[src/rtl/div_iter_pkg.sv]
// div_iter_pkg: shared definitions for the iterative divider -- state
// encodings, handshake constants and the {remainder, quotient} result layout.
package div_iter_pkg;

    typedef enum logic [1:0] {
        DIV_IDLE = 2'd0,
        DIV_BUSY = 2'd1,
        DIV_DONE = 2'd2
    } div_state_e;

    localparam logic DivStart          = 1'b1;
    localparam logic DivStop           = 1'b0;
    localparam logic DivResultReady    = 1'b1;
    localparam logic DivResultNotReady = 1'b0;

    // Quotient occupies the low half of the result, remainder the high half.
    localparam int QUO_LO = 0;

    function automatic int rem_hi(input int width);
        return 2 * width - 1;
    endfunction

endpackage

[src/rtl/div_clz.sv]
// div_clz: WIDTH-bit leading-zero counter. An all-zero input returns WIDTH.
// Used by div_iter only when DIV_EARLY_OUT_EN is defined.
module div_clz
    import div_iter_pkg::*;
#(
    parameter int WIDTH = 32,
    parameter int CNT_W = $clog2(WIDTH + 1)
) (
    input  logic [WIDTH-1:0] value,
    output logic [CNT_W-1:0] count
);

    // Scan upward so the highest set bit is the last writer
    always_comb begin
        // NOTE: a default before the loop keeps every path assigned, so no latch.
        count = CNT_W'(WIDTH);
        for (int i = 0; i < WIDTH; i++) begin
            if (value[i]) count = CNT_W'(WIDTH - 1 - i);
        end
    end

endmodule

[src/rtl/div_iter.sv]
// div_iter: multi-cycle restoring divider (signed/unsigned) for the EX stage.
// One quotient bit per BUSY cycle; result_o = {remainder, quotient}.
// Optional feature macro: DIV_EARLY_OUT_EN -- skips leading zero bits of the
// dividend magnitude so short operands finish early with identical results.
module div_iter
    import div_iter_pkg::*;
#(
    parameter int WIDTH = 32,
    parameter int CNT_W = $clog2(WIDTH + 1)
) (
    input  logic                 clk,
    input  logic                 rst,
    input  logic                 start_i,
    input  logic                 annul_i,
    input  logic                 signed_i,
    input  logic [WIDTH-1:0]     dividend_i,
    input  logic [WIDTH-1:0]     divisor_i,
    output logic                 busy_o,
    output logic                 ready_o,
    output logic [2*WIDTH-1:0]   result_o,
    output logic                 div_zero_o
);

    localparam int REM_HI = rem_hi(WIDTH);

    div_state_e state_q, state_d;

    logic [CNT_W-1:0]   cnt_q;
    logic [WIDTH-1:0]   rem_q, dvd_q, dsr_q;
    logic               q_neg_q, r_neg_q;
    logic [2*WIDTH-1:0] result_q;
    logic               div_zero_q;

    logic               accept, divisor_zero, dividend_neg, divisor_neg, last_iter;
    logic [WIDTH-1:0]   dividend_abs, divisor_abs, dvd_load;
    logic [CNT_W-1:0]   cnt_load;
    logic [WIDTH:0]     partial, diff;
    logic               borrow;
    logic [WIDTH-1:0]   rem_nx, dvd_nx, quo_fix, rem_fix;

    // A start is taken only when idle or finishing; annul always wins.
    assign accept       = (start_i == DivStart) && !annul_i &&
                          (state_q == DIV_IDLE || state_q == DIV_DONE);
    assign divisor_zero = (divisor_i == '0);
    assign dividend_neg = signed_i & dividend_i[WIDTH-1];
    assign divisor_neg  = signed_i & divisor_i[WIDTH-1];
    assign dividend_abs = dividend_neg ? -dividend_i : dividend_i;
    assign divisor_abs  = divisor_neg  ? -divisor_i  : divisor_i;

`ifdef DIV_EARLY_OUT_EN
    logic [CNT_W-1:0] lz;

    div_clz #(.WIDTH(WIDTH), .CNT_W(CNT_W)) u_clz (
        .value (dividend_abs),
        .count (lz)
    );

    // Leading zeros would only shift zero quotient bits in; skip them.
    assign dvd_load = dividend_abs << lz;
    assign cnt_load = (lz == CNT_W'(WIDTH)) ? CNT_W'(1) : CNT_W'(WIDTH) - lz;
`else
    assign dvd_load = dividend_abs;
    assign cnt_load = CNT_W'(WIDTH);
`endif

    // One restoring step. The partial remainder is always below twice the
    // divisor, so the MSB of the (WIDTH+1)-bit difference is the borrow.
    assign last_iter = (cnt_q == CNT_W'(1));
    assign partial   = {rem_q, dvd_q[WIDTH-1]};
    assign diff      = partial - {1'b0, dsr_q};
    assign borrow    = diff[WIDTH];
    assign rem_nx    = borrow ? partial[WIDTH-1:0] : diff[WIDTH-1:0];
    assign dvd_nx    = {dvd_q[WIDTH-2:0], ~borrow};

    // Sign fix-up: remainder follows the dividend; MIN / -1 wraps naturally.
    assign quo_fix = q_neg_q ? -dvd_nx : dvd_nx;
    assign rem_fix = r_neg_q ? -rem_nx : rem_nx;

    // State register
    always_ff @(posedge clk) begin
        // NOTE: non-blocking updates so every register samples pre-edge values.
        if (rst) state_q <= DIV_IDLE;
        else     state_q <= state_d;
    end

    // Next-state logic
    always_comb begin
        state_d = state_q;
        case (state_q)
            DIV_IDLE: if (accept) state_d = divisor_zero ? DIV_DONE : DIV_BUSY;
            DIV_BUSY: begin
                if (annul_i)        state_d = DIV_IDLE;
                else if (last_iter) state_d = DIV_DONE;
            end
            DIV_DONE: begin
                if (accept) state_d = divisor_zero ? DIV_DONE : DIV_BUSY;
                else        state_d = DIV_IDLE;
            end
            default:        state_d = DIV_IDLE;
        endcase
    end

    // Output decode from state
    always_comb begin
        busy_o  = (state_q == DIV_BUSY);
        ready_o = (state_q == DIV_DONE) ? DivResultReady : DivResultNotReady;
    end

    // Operand capture, iteration and result register
    always_ff @(posedge clk) begin
        if (rst) begin
            cnt_q      <= '0;
            rem_q      <= '0;
            dvd_q      <= '0;
            dsr_q      <= '0;
            q_neg_q    <= 1'b0;
            r_neg_q    <= 1'b0;
            result_q   <= '0;
            div_zero_q <= 1'b0;
        end else if (accept) begin
            cnt_q   <= cnt_load;
            rem_q   <= '0;
            dvd_q   <= dvd_load;
            dsr_q   <= divisor_abs;
            q_neg_q <= dividend_neg ^ divisor_neg;
            r_neg_q <= dividend_neg;
            if (divisor_zero) begin
                result_q[REM_HI -: WIDTH] <= dividend_i;
                result_q[QUO_LO +: WIDTH] <= '1;
                div_zero_q                <= 1'b1;
            end
        end else if (state_q == DIV_BUSY && !annul_i) begin
            cnt_q <= cnt_q - CNT_W'(1);
            rem_q <= rem_nx;
            dvd_q <= dvd_nx;
            if (last_iter) begin
                result_q[REM_HI -: WIDTH] <= rem_fix;
                result_q[QUO_LO +: WIDTH] <= quo_fix;
                div_zero_q                <= 1'b0;
            end
        end
    end

    assign result_o   = result_q;
    assign div_zero_o = div_zero_q;

endmodule

[config.mk]
export PLATFORM = sky130hd
export DESIGN_NAME = div_iter
export DESIGN_NICKNAME = d
export VERILOG_FILES = /design/src/rtl/div_iter_pkg.sv /design/src/rtl/div_clz.sv /design/src/rtl/div_iter.sv
export SDC_FILE = /design/constraint.sdc
export NUM_CORES = 1
export LEC_CHECK = 0
export BUFFER_PORTS_ARGS = -buffer_cell sky130_fd_sc_hd__buf_2
export CORE_MARGIN = 2
export CORE_UTILIZATION = 40
export CTS_CLUSTER_DIAMETER = 120
export CTS_CLUSTER_SIZE = 30
export DETAILED_ROUTE_END_ITERATION = 10
export HOLD_SLACK_MARGIN = 0.06
export PLACE_DENSITY_LB_ADDON = 0.08
export SYNTH_ARGS = -nofsm -noshare
export SYNTH_HDL_FRONTEND = slang
export SYNTH_HIERARCHICAL = 1
export SYNTH_SLANG_ARGS = --single-unit
[constraint.sdc]
create_clock -name clk -period 8.6 [get_ports clk]
set_input_delay 1.72 -clock clk [delete_from_list [all_inputs] [get_ports clk]]
set_output_delay 1.72 -clock clk [all_outputs]
set_load 0.1 [all_outputs]
==> results of run 1 <==
## tightest hold or removal path, stage by stage, from the launching register on
cell and delay, ns:
sky130_fd_sc_hd__dfxtp_1 0.31, sky130_fd_sc_hd__nand2_1 0.05, sky130_fd_sc_hd__a21oi_1 0.05
## cell type report
cell class                 count  area share [%]
timing repair buffer         147            5.72
clock buffer                  17            3.17
sequential                   171            25.5
multi-input combinational   1249            58.9
clock inverter                15            1.52
inverter                      56            1.58
tap                          390            3.63
## per-stage QoR
step	instances	setup WS [ns]	hold slack (ns)	utilization, %	power [mW]
final	2045	2.60	0.456	45.3	2.41
after global routing	2045	2.26	0.489	45.3	2.52
after detailed placement	2013	2.67	0.446	43.2	1.58
after CTS	2045	2.65	0.457	45.3	2.42
after global placement	2013	2.82	0.442	43.2	1.58
after floorplan	1582	3.64	0.432	-	1.39
## cell families (layout without fill, tap and decap cells)
group / Yosys count / in the layout / synth area share [%]
buffers and inverters: 162 / 235 / 6.15
AO/OA/AOI/OAI: 400 / 400 / 23.2
XOR/XNOR: 140 / 140 / 10.3
flip-flops: 171 / 171 / 28.5
AND/OR/NAND/NOR: 624 / 624 / 23.7
adder cells (fa/ha/maj): 39 / 39 / 4.12
multiplexers: 46 / 46 / 4.09
## power groups by stage
| stage | combinational (mW) | clock, mW | sequential, mW |
|---|---|---|---|
| 2_1_floorplan | 0.526 | 0 | 0.866 |
| 3_3_place_gp | 0.708 | 0 | 0.871 |
| 3_5_place_dp | 0.710 | 0 | 0.872 |
| 4_1_cts | 0.715 | 0.848 | 0.853 |
| 5_1_grt | 0.785 | 0.878 | 0.858 |
| 6_report | 0.721 | 0.832 | 0.854 |
## per-layer routing
metal  part of all wire (%)  vias to the layer above  track usage [%]
met3                    4.6                       40             3.02
met1                     46                     5506             34.7
met4                    2.3                        0             7.55
li1                       -                     5768                -
met5                      0                        -                0
met2                     47                      327             42.8
## sequential cells by signal (all words and copies together), names as in the netlist
signal / count
div_zero_o: 1
r_neg_q: 1
q_neg_q: 1
result_o: 64
dsr_q: 32
dvd_q: 32
state_q: 2
rem_q: 32
cnt_q: 6
## synth_stat cells (all sizes together), types with 12 or more instances
library cell	count
xor2	83
or3	24
a311oi	46
nand2b	18
dfxtp	171
o21ai	75
buf	29
nor3	43
ha	38
xnor2	57
nor2	241
nor4	22
nand4	16
nand2	192
mux2i	37
inv	56
nand3	17
clkbuf	74
o211ai	12
o31ai	20
a211oi	81
a21oi	97
## cells in the final DEF (no fill, tap or decap), types with 10 or more instances in the layout
cell / count
sky130_fd_sc_hd__a211oi_1: 79
sky130_fd_sc_hd__a21o_1: 10
sky130_fd_sc_hd__a21oi_1: 96
sky130_fd_sc_hd__a311oi_1: 45
sky130_fd_sc_hd__buf_2: 134
sky130_fd_sc_hd__buf_4: 13
sky130_fd_sc_hd__clkbuf_16: 17
sky130_fd_sc_hd__dfxtp_1: 171
sky130_fd_sc_hd__ha_1: 38
sky130_fd_sc_hd__inv_1: 55
sky130_fd_sc_hd__mux2i_1: 34
sky130_fd_sc_hd__nand2_1: 192
sky130_fd_sc_hd__nand2b_1: 17
sky130_fd_sc_hd__nand3_1: 17
sky130_fd_sc_hd__nand4_1: 16
sky130_fd_sc_hd__nor2_1: 238
sky130_fd_sc_hd__nor3_1: 42
sky130_fd_sc_hd__nor4_1: 20
sky130_fd_sc_hd__o211ai_1: 11
sky130_fd_sc_hd__o21ai_0: 59
sky130_fd_sc_hd__o21ai_1: 12
sky130_fd_sc_hd__o31ai_1: 17
sky130_fd_sc_hd__o41ai_1: 10
sky130_fd_sc_hd__or3_1: 24
sky130_fd_sc_hd__xnor2_1: 56
sky130_fd_sc_hd__xor2_1: 83
## worst min path at each step
stage | slack [ns] | start | end | depth (start not counted)
after detailed placement | 0.45 | dsr_q[30] | dsr_q[30] | 2
after CTS | 0.46 | dsr_q[30] | dsr_q[30] | 2
after floorplan | 0.43 | dsr_q[30] | dsr_q[30] | 2
after global routing | 0.49 | dsr_q[31] | dsr_q[31] | 2
after global placement | 0.44 | dsr_q[30] | dsr_q[30] | 2
final | 0.46 | dsr_q[30] | dsr_q[30] | 2
==> results.cfg, run 1 <==
[run_status]
outcome = finished, final reports clean

[yosys]
synth.top_cells.by_area = sky130_fd_sc_hd__dfxtp_1, sky130_fd_sc_hd__nor2_1, sky130_fd_sc_hd__xor2_1
post-synth-top-area-cell = sky130_fd_sc_hd__dfxtp_1
synth_async_sr_flop_share_pct = 0
netlist_instances = 1582
synthesis.nets = 1690
synthDistinctLibCells = 89
number_of_flops_mapped_to_enable_cells_by_yosys = 0
average_cell_area_after_synthesis_um2 = 7.60
post-synth-top-area-fraction_pct = 28.5
ys.flop_type = sky130_fd_sc_hd__dfxtp_1
synth.yosys.warnings = 6
netlist_area_before_placement_um2 = 12000
synth-seq-area-share_pct = 28.5
synth.ff_latch_count = 171

[die]
design.die.area_um2 = 31500
ios = 136
num_rows = 63
initial_utilization_pct = 40.6
core_region_area_um2 = 29600
chipWidth_um = 177
die_height_um = 177

[worst_setup_path]
reg2reg_from = dvd_q[31]
crit_path_end = result_o[56]
critical-path-top-delay-family = compound AO/OA/AOI/OAI gates
timing.critical_path.buf_inv = 4
worst-path-max-fanout = 49
slowest_stage = sky130_fd_sc_hd__buf_4
cp.required_ns = 8.96
capture_instance_of_the_worst_register_to_register_path = result_o[56]
crit_path_start_kind = register
timing.critical_path.arrival_ns = 6.36
worst-path-stages = 22
ff2ff_path_depth = 22
setup.worst_path.end_class = register
worst_path_largest_cell_delay_ns = 0.59
reg2reg_setup_slack_ns = 2.60
crit_path_launch = dvd_q[31]
critPathKind = register to register
path_cells = inv_1 > ha_1 > fa_1 > nand2b_1 > a21o_1 > a21o_1 > a2111o_1 > nand2_1 > o21ai_2 > xnor2_4 > buf_4 > inv_4 > a21oi_1 > ha_1 > inv_1 > or4_4 > nor3_2 > and4_4 > o211ai_4 > o21ai_2 > xnor2_1 > a221oi_2

[detailed_routing]
route.detailed.vias_per_inst = 5.69
route.vias.total = 11641
drt_pre_antenna_iters = 6
routed_wl_mm = 40.4
detail_route.drc_violations = 0
initialDrtViolationCount = 707
drt.antenna.violating_nets = 0
drt-wirelength-per-cell_um = 19.7

[clocking]
cts_repair_resize_count = 0
worstSkewPairLatency_ns = 0.45
cts-hold-fix-buffers = 0
post_cts.repair.setup_buffers = 0
sink_count_of_the_clock_tree = 171
clkSlewWorstSetupHoldPaths_ns = 0.08
cts_buffers = 17
cts_tree = built
cts_buffer_depth = 2
cts.root.buffer_cell = sky130_fd_sc_hd__clkbuf_16
clock_tree.htree_level_count = 4

[final_layout]
stdcell_area_um2 = 13400
fillCellCount = 3088
n_diodes = 0
multiInputGateArea_um2 = 7910
ff_latch_area_um2 = 3420
final_nets = 1750
syn_to_final_growth_pct = 11.6
drive_gt1_share_pct = 14.0

[power_and_ir_drop]
p_leak_nw = 5.05
switching_share_pct = 37.1
share_clk_of_total_power_pct = 34.6
power.share.sequential_pct = 35.5
internal-power_mw = 1.51
netSwitchingPower_mw = 0.892
max-vdd-ir-drop_mv = 0.136
power_frac_comb_pct = 30.0
power_density_nw_per_um2 = 179

[placed_design]
gp_congestion = 0.943
place_hpwl_mm = 30.8
placed_cell_area_um2 = 12800
placement.io_buffers = 135

[job]
cap_viol_max_count = 0

[timing]
layout_worst_path_cycle_share_pct = 69.8
fin_crit_ns = 6.00
finalSetupViolCount = 0
worst_slew_margin_rel_pct = 24.7
worst_pin_slew_ns = 1.13
setup_repair_after_global_routing_missed_its_margin = no
hold_violations = 0
drv_slew = 0
fmaxAchievable_mhz = 167
clk_skew_ns = 0.0125
final.setup.tns_ns = 0

[global_routing]
grt_overflow_total = 0
grt_util_all_layers_pct = 25.7
grt_max_degree = 88
number_of_global_route_vias_before_repair = 10771
first_pass_grt_wire_length_mm = 62.2
grt_antenna_before_repair = 0

[hold_path]
min_path_type = register to register
Note: power is estimated with default switching activity, not from simulation.
==> inputs of run 2 (changes only) <==
Clock period 8.6 ns to 4.8 ns, I/O delays scaled along.
==> run 2 against run 1 <==
Utilization up 0.52 points. Combinational power grew 82%. Clock power increased by 78%.
==> results.cfg, run 2 (same netlist as run 1, synthesis figures left out) <==
[run_status]
outcome = finished, final reports clean

[power_and_ir_drop]
p_leak_nw = 5.15
netSwitchingPower_mw = 1.59
power.total_mw = 4.31
power_frac_comb_pct = 30.3
internal-power_mw = 2.72
share_clk_of_total_power_pct = 34.3
switching_share_pct = 36.8
power_density_nw_per_um2 = 317
max-vdd-ir-drop_mv = 0.260
power.share.sequential_pct = 35.4

[timing]
fin_crit_ns = 4.53
worst_pin_slew_ns = 1.08
drv_slew = 0
final.setup.tns_ns = 0
setup_repair_after_global_routing_missed_its_margin = no
layout_worst_path_cycle_share_pct = 94.3
fmaxAchievable_mhz = 221
clk_skew_ns = 0.0192
finalSetupViolCount = 0
hold_violations = 0
worst_slew_margin_rel_pct = 27.7

[clocking]
clock_tree.htree_level_count = 4
clkSlewWorstSetupHoldPaths_ns = 0.09
cts_buffer_depth = 2
worstSkewPairLatency_ns = 0.45
sink_count_of_the_clock_tree = 171
cts_buffers = 17
cts.root.buffer_cell = sky130_fd_sc_hd__clkbuf_16
cts_tree = built

[detailed_routing]
route.detailed.vias_per_inst = 5.64
initialDrtViolationCount = 733
detail_route.drc_violations = 0
routed_wl_mm = 40.1
route.vias.total = 11617
drt.antenna.violating_nets = 0
drt-wirelength-per-cell_um = 19.5
drt_pre_antenna_iters = 5

[worst_setup_path]
worst_path_largest_cell_delay_ns = 0.48
capture_instance_of_the_worst_register_to_register_path = result_o[62]
timing.critical_path.arrival_ns = 4.90
critPathKind = register to register
path_cells = inv_1 > ha_2 > fa_2 > nand2b_4 > a21o_1 > a21o_1 > a2111o_1 > nand2_2 > o21ai_2 > xnor2_4 > inv_4 > nor2_1 > a21oi_2 > ha_2 > inv_1 > or4_4 > nor3_4 > and4_4 > o211ai_4 > o31ai_4 > xnor2_2 > a221oi_2
worst-path-max-fanout = 6
slowest_stage = sky130_fd_sc_hd__a2111o_1
reg2reg_from = dvd_q[31]
ff2ff_path_depth = 22
cp.required_ns = 5.17
setup.worst_path.end_class = register
reg2reg_setup_slack_ns = 0.27
crit_path_start_kind = register

[placed_design]
place_hpwl_mm = 30.7
post-place-cells = 2024
placement.io_buffers = 135
gp_congestion = 0.923
placed_cell_area_um2 = 12900

[hold_path]
worstHoldEndpoint = dsr_q[30]
min_path_type = register to register
hold_start = dsr_q[30]
worst_hold_path.num_cells = 2

[global_routing]
grt_max_degree = 91
grt_overflow_total = 0
number_of_global_route_vias_before_repair = 10739
first_pass_grt_wire_length_mm = 61.9
grt_antenna_before_repair = 0
grt_util_all_layers_pct = 25.5

[final_layout]
final_nets = 1766
stdcell_area_um2 = 13600
largest_register_ffs = 64
mostFrequentLayoutCell = sky130_fd_sc_hd__nor2_1
syn_to_final_growth_pct = 12.9
drive_gt1_share_pct = 15.3
fin_util_pct = 45.8
final_cells = 2061
n_diodes = 0
layout.cells.most_common_list = sky130_fd_sc_hd__nor2_1, sky130_fd_sc_hd__nand2_1, sky130_fd_sc_hd__dfxtp_1

[die]
die_height_um = 177
chipWidth_um = 177
initial_utilization_pct = 40.6
core_region_area_um2 = 29600
num_rows = 63
design.die.area_um2 = 31500
ios = 136

[job]
cap_viol_max_count = 0
-- run 2: cell types whose count changed in the layout (fill, tap and decap cells not counted), moves of 2 or more --
cell,before,now
sky130_fd_sc_hd__a21oi_1,96,94
sky130_fd_sc_hd__a21oi_2,1,3
sky130_fd_sc_hd__buf_4,13,27
sky130_fd_sc_hd__clkinv_8,4,1
sky130_fd_sc_hd__ha_1,38,36
sky130_fd_sc_hd__ha_2,0,2
sky130_fd_sc_hd__inv_8,1,3
-- run 2: area by class of cell --
type / count / area (µm²)
Fill cell: 3087 / 16100
Inverter: 56 / 213
Sequential cell: 171 / 3420
Timing Repair Buffer: 163 / 905
Multi-Input combinational cell: 1249 / 7950
Tap cell: 390 / 488
Clock inverter: 14 / 175
Clock buffer: 18 / 429
-- run 2: worst max path at each step --
stage / depth (start not counted) / start / end / slack [ns]
after floorplan: 23 / dvd_q[31] / result_o[56] / 0.05
after global placement: 22 / dvd_q[31] / result_o[56] / 0.18
after detailed placement: 22 / dvd_q[31] / result_o[58] / 0.09
after CTS: 22 / dvd_q[31] / result_o[56] / 0.07
after global routing: 20 / dvd_q[31] / result_o[28] / 0.02
final: 22 / dvd_q[31] / result_o[62] / 0.27
-- run 2: power by group through the flow --
stage | Combinational, mW | Sequential (mW) | Clock (mW)
global route | 1.44 | 1.54 | 1.55
CTS | 1.28 | 1.53 | 1.51
floorplan | 0.945 | 1.55 | 0
finish | 1.31 | 1.53 | 1.48
global placement | 1.28 | 1.56 | 0
detailed placement | 1.28 | 1.56 | 0
-- run 2: per-stage QoR --
step | hold slack [ns] | setup slack [ns]
after floorplan | 0.432 | 0.0454
after global placement | 0.444 | 0.183
after detailed placement | 0.471 | 0.0926
after CTS | 0.480 | 0.0697
after global routing | 0.502 | 0.0205
final | 0.479 | 0.272
-- run 2: critical path: cells and delay by family (launching register included) --
family          cells  cell delay, ns
fa+ha+maj           3            0.73
xor+xnor            2            0.27
simple gates        6            1.18
flops               1            0.33
compound gates      8            1.72
buf+inv             3            0.23
-- run 2: routing by layer --
metal	GRT usage, %	part of all wire, %
met1	34.6	46
met2	41.0	46
met3	3.68	4.7
met4	9.26	3.2
met5	0	0
-- run 2: what timing repair did --
action                                  in CTS  in global routing
hold endpoints to repair                     0                  0
gates resized for setup                      0                  8
endpoints found under the setup margin       0                 16
setup buffers                                0                  5
hold buffers                                 0                  0
==> inputs of run 3 (changes only) <==
Settings changed: BUFFER_PORTS_ARGS -buffer_cell sky130_fd_sc_hd__buf_2 to -buffer_cell sky130_fd_sc_hd__buf_4, PLACE_DENSITY from default to 0.71, PLACE_DENSITY_LB_ADDON 0.08 to default.
==> run 3 against run 2 <==
Global-route usage is 2.8 points lower. Register-to-register slack worse by 0.13 ns. Count of clock-buffer cells in the layout is 1 lower. Clock power is 5% lower. Total power is 1.8% lower. Critical path depth is 1 lower. Setup slack worse by 0.13 ns. Sequential cell count stayed put. Critical path type unchanged.
==> results.cfg, run 3 (same netlist as run 1, synthesis figures left out) <==
[detailed_routing]
drt-wirelength-per-cell_um = 17.7
route.detailed.vias_per_inst = 5.69
drt_pre_antenna_iters = 6
drt.antenna.violating_nets = 0
route.vias.total = 11725
initialDrtViolationCount = 1089
routed_wl_mm = 36.4
detail_route.drc_violations = 0

[die]
chipWidth_um = 177
ios = 136
die_height_um = 177
core_region_area_um2 = 29600
design.die.area_um2 = 31500
initial_utilization_pct = 40.6
num_rows = 63

[final_layout]
fillCellCount = 2945
final_cells = 2061
multiInputGateArea_um2 = 7980
layout.cells.most_common_list = sky130_fd_sc_hd__nor2_1, sky130_fd_sc_hd__nand2_1, sky130_fd_sc_hd__dfxtp_1
syn_to_final_growth_pct = 16.0
largest_register_ffs = 64
final_nets = 1766
drive_gt1_share_pct = 15.4
n_diodes = 0
stdcell_area_um2 = 14000
mostFrequentLayoutCell = sky130_fd_sc_hd__nor2_1
fin_util_pct = 47.1
ff_latch_area_um2 = 3430

[timing]
finalSetupViolCount = 0
fin_crit_ns = 4.66
hold_ws_ns = 0.451
layout_worst_path_cycle_share_pct = 97.1
worst_slew_margin_rel_pct = 25.2
worst_pin_slew_ns = 1.12
hold_violations = 0
setup_repair_after_global_routing_missed_its_margin = yes
drv_slew = 0
fmaxAchievable_mhz = 214
clk_skew_ns = 0.0158
final.setup.tns_ns = 0

[power_and_ir_drop]
netSwitchingPower_mw = 1.57
power_frac_comb_pct = 30.9
switching_share_pct = 37.1
max-vdd-ir-drop_mv = 0.244
power_density_nw_per_um2 = 303
p_leak_nw = 5.19
share_clk_of_total_power_pct = 33.0
internal-power_mw = 2.66
power.share.sequential_pct = 36.1

[clocking]
sink_count_of_the_clock_tree = 171
worstSkewPairLatency_ns = 0.44
clock_tree.htree_level_count = 4
cts_buffers = 17
cts_tree = built
cts-hold-fix-buffers = 0
cts.root.buffer_cell = sky130_fd_sc_hd__clkbuf_16
clkSlewWorstSetupHoldPaths_ns = 0.07
cts_buffer_depth = 2

[run_status]
outcome = finished, final reports clean

[global_routing]
first_pass_grt_wire_length_mm = 56.9
grt_antenna_before_repair = 0
grt_overflow_total = 0
grt_max_degree = 99
number_of_global_route_vias_before_repair = 10800
grt_util_all_layers_pct = 22.7

[worst_setup_path]
reg2reg_setup_slack_ns = 0.14
cp.required_ns = 5.14
critical-path-top-delay-family = compound AO/OA/AOI/OAI gates
worst-path-stages = 21
capture_instance_of_the_worst_register_to_register_path = result_o[60]
timing.critical_path.buf_inv = 3
crit_path_launch = dvd_q[31]
path_cells = inv_4 > ha_4 > fa_2 > nand2b_4 > a21o_1 > a21o_1 > a2111o_1 > nand2_2 > o21ai_4 > xnor2_4 > clkinv_4 > a21oi_4 > ha_4 > inv_2 > or4_4 > nor3_4 > and4_4 > o211ai_4 > o31ai_2 > xor2_1 > o31ai_1
slowest_stage = sky130_fd_sc_hd__a2111o_1
worst-path-max-fanout = 6
worst_path_largest_cell_delay_ns = 0.49
critPathKind = register to register
crit_path_end = result_o[60]
timing.critical_path.arrival_ns = 5.00
crit_path_start_kind = register
ff2ff_path_depth = 21
setup.worst_path.end_class = register
reg2reg_from = dvd_q[31]

[placed_design]
gp_congestion = 0.909
post-place-cells = 2023
place_hpwl_mm = 27.9
placed_cell_area_um2 = 13200
placement.io_buffers = 135

[hold_path]
min_path_type = register to register

[job]
cap_viol_max_count = 0
run 3: cell count changes in the layout (fill, tap and decap cells not counted), sizes merged:
cell and change:
clkinv +5, clkbuf -1, bufinv -2, inv -2
run 3: through the flow:
step,setup WS (ns),power [mW]
after floorplan,0.0454,2.50
after global placement,0.179,2.80
after detailed placement,0.0279,2.82
after CTS,0.0328,4.21
after global routing,-0.0402,4.44
final,0.138,4.23
run 3: worst min-delay path by stage:
stage / from / slack (ns) / end / depth (start not counted)
after floorplan: dsr_q[30] / 0.43 / dsr_q[30] / 2
after global placement: dsr_q[30] / 0.44 / dsr_q[30] / 2
after detailed placement: dsr_q[30] / 0.45 / dsr_q[30] / 2
after CTS: dsr_q[30] / 0.46 / dsr_q[30] / 2
after global routing: dsr_q[31] / 0.48 / dsr_q[31] / 2
final: dsr_q[30] / 0.45 / dsr_q[30] / 2
run 3: layer usage:
metal / track usage [%] / part of all wire, % / vias up
met3: 3.11 / 7.5 / 51
met2: 35.5 / 44 / 435
met1: 32.2 / 46 / 5453
li1: - / - / 5786
met5: 0 / 0 / -
met4: 7.07 / 2.4 / 0
run 3: power groups by stage:
stage | logic [mW] | registers [mW] | clock network [mW]
2_1_floorplan | 0.945 | 1.55 | 0
3_3_place_gp | 1.25 | 1.56 | 0
3_5_place_dp | 1.26 | 1.56 | 0
4_1_cts | 1.27 | 1.53 | 1.41
5_1_grt | 1.42 | 1.54 | 1.49
6_report | 1.31 | 1.53 | 1.40
run 3: timing repair:
action | in CTS | in global routing
buffers inserted | 0 | 6
endpoints found under the setup margin | 0 | 14
gates resized for setup | 0 | 18
run 3: worst min-delay path: stages (launching register included):
cell and delay, ns:
sky130_fd_sc_hd__dfxtp_1 0.31, sky130_fd_sc_hd__nand2_1 0.05, sky130_fd_sc_hd__a21oi_1 0.05
run 3: cell type report:
class,instances,area share [%]
Multi-Input combinational cell,1249,57.2
Timing Repair Buffer,163,8.86
Clock inverter,15,1.26
Sequential cell,171,24.6
Tap cell,390,3.50
Clock buffer,17,3.05
Inverter,56,1.56
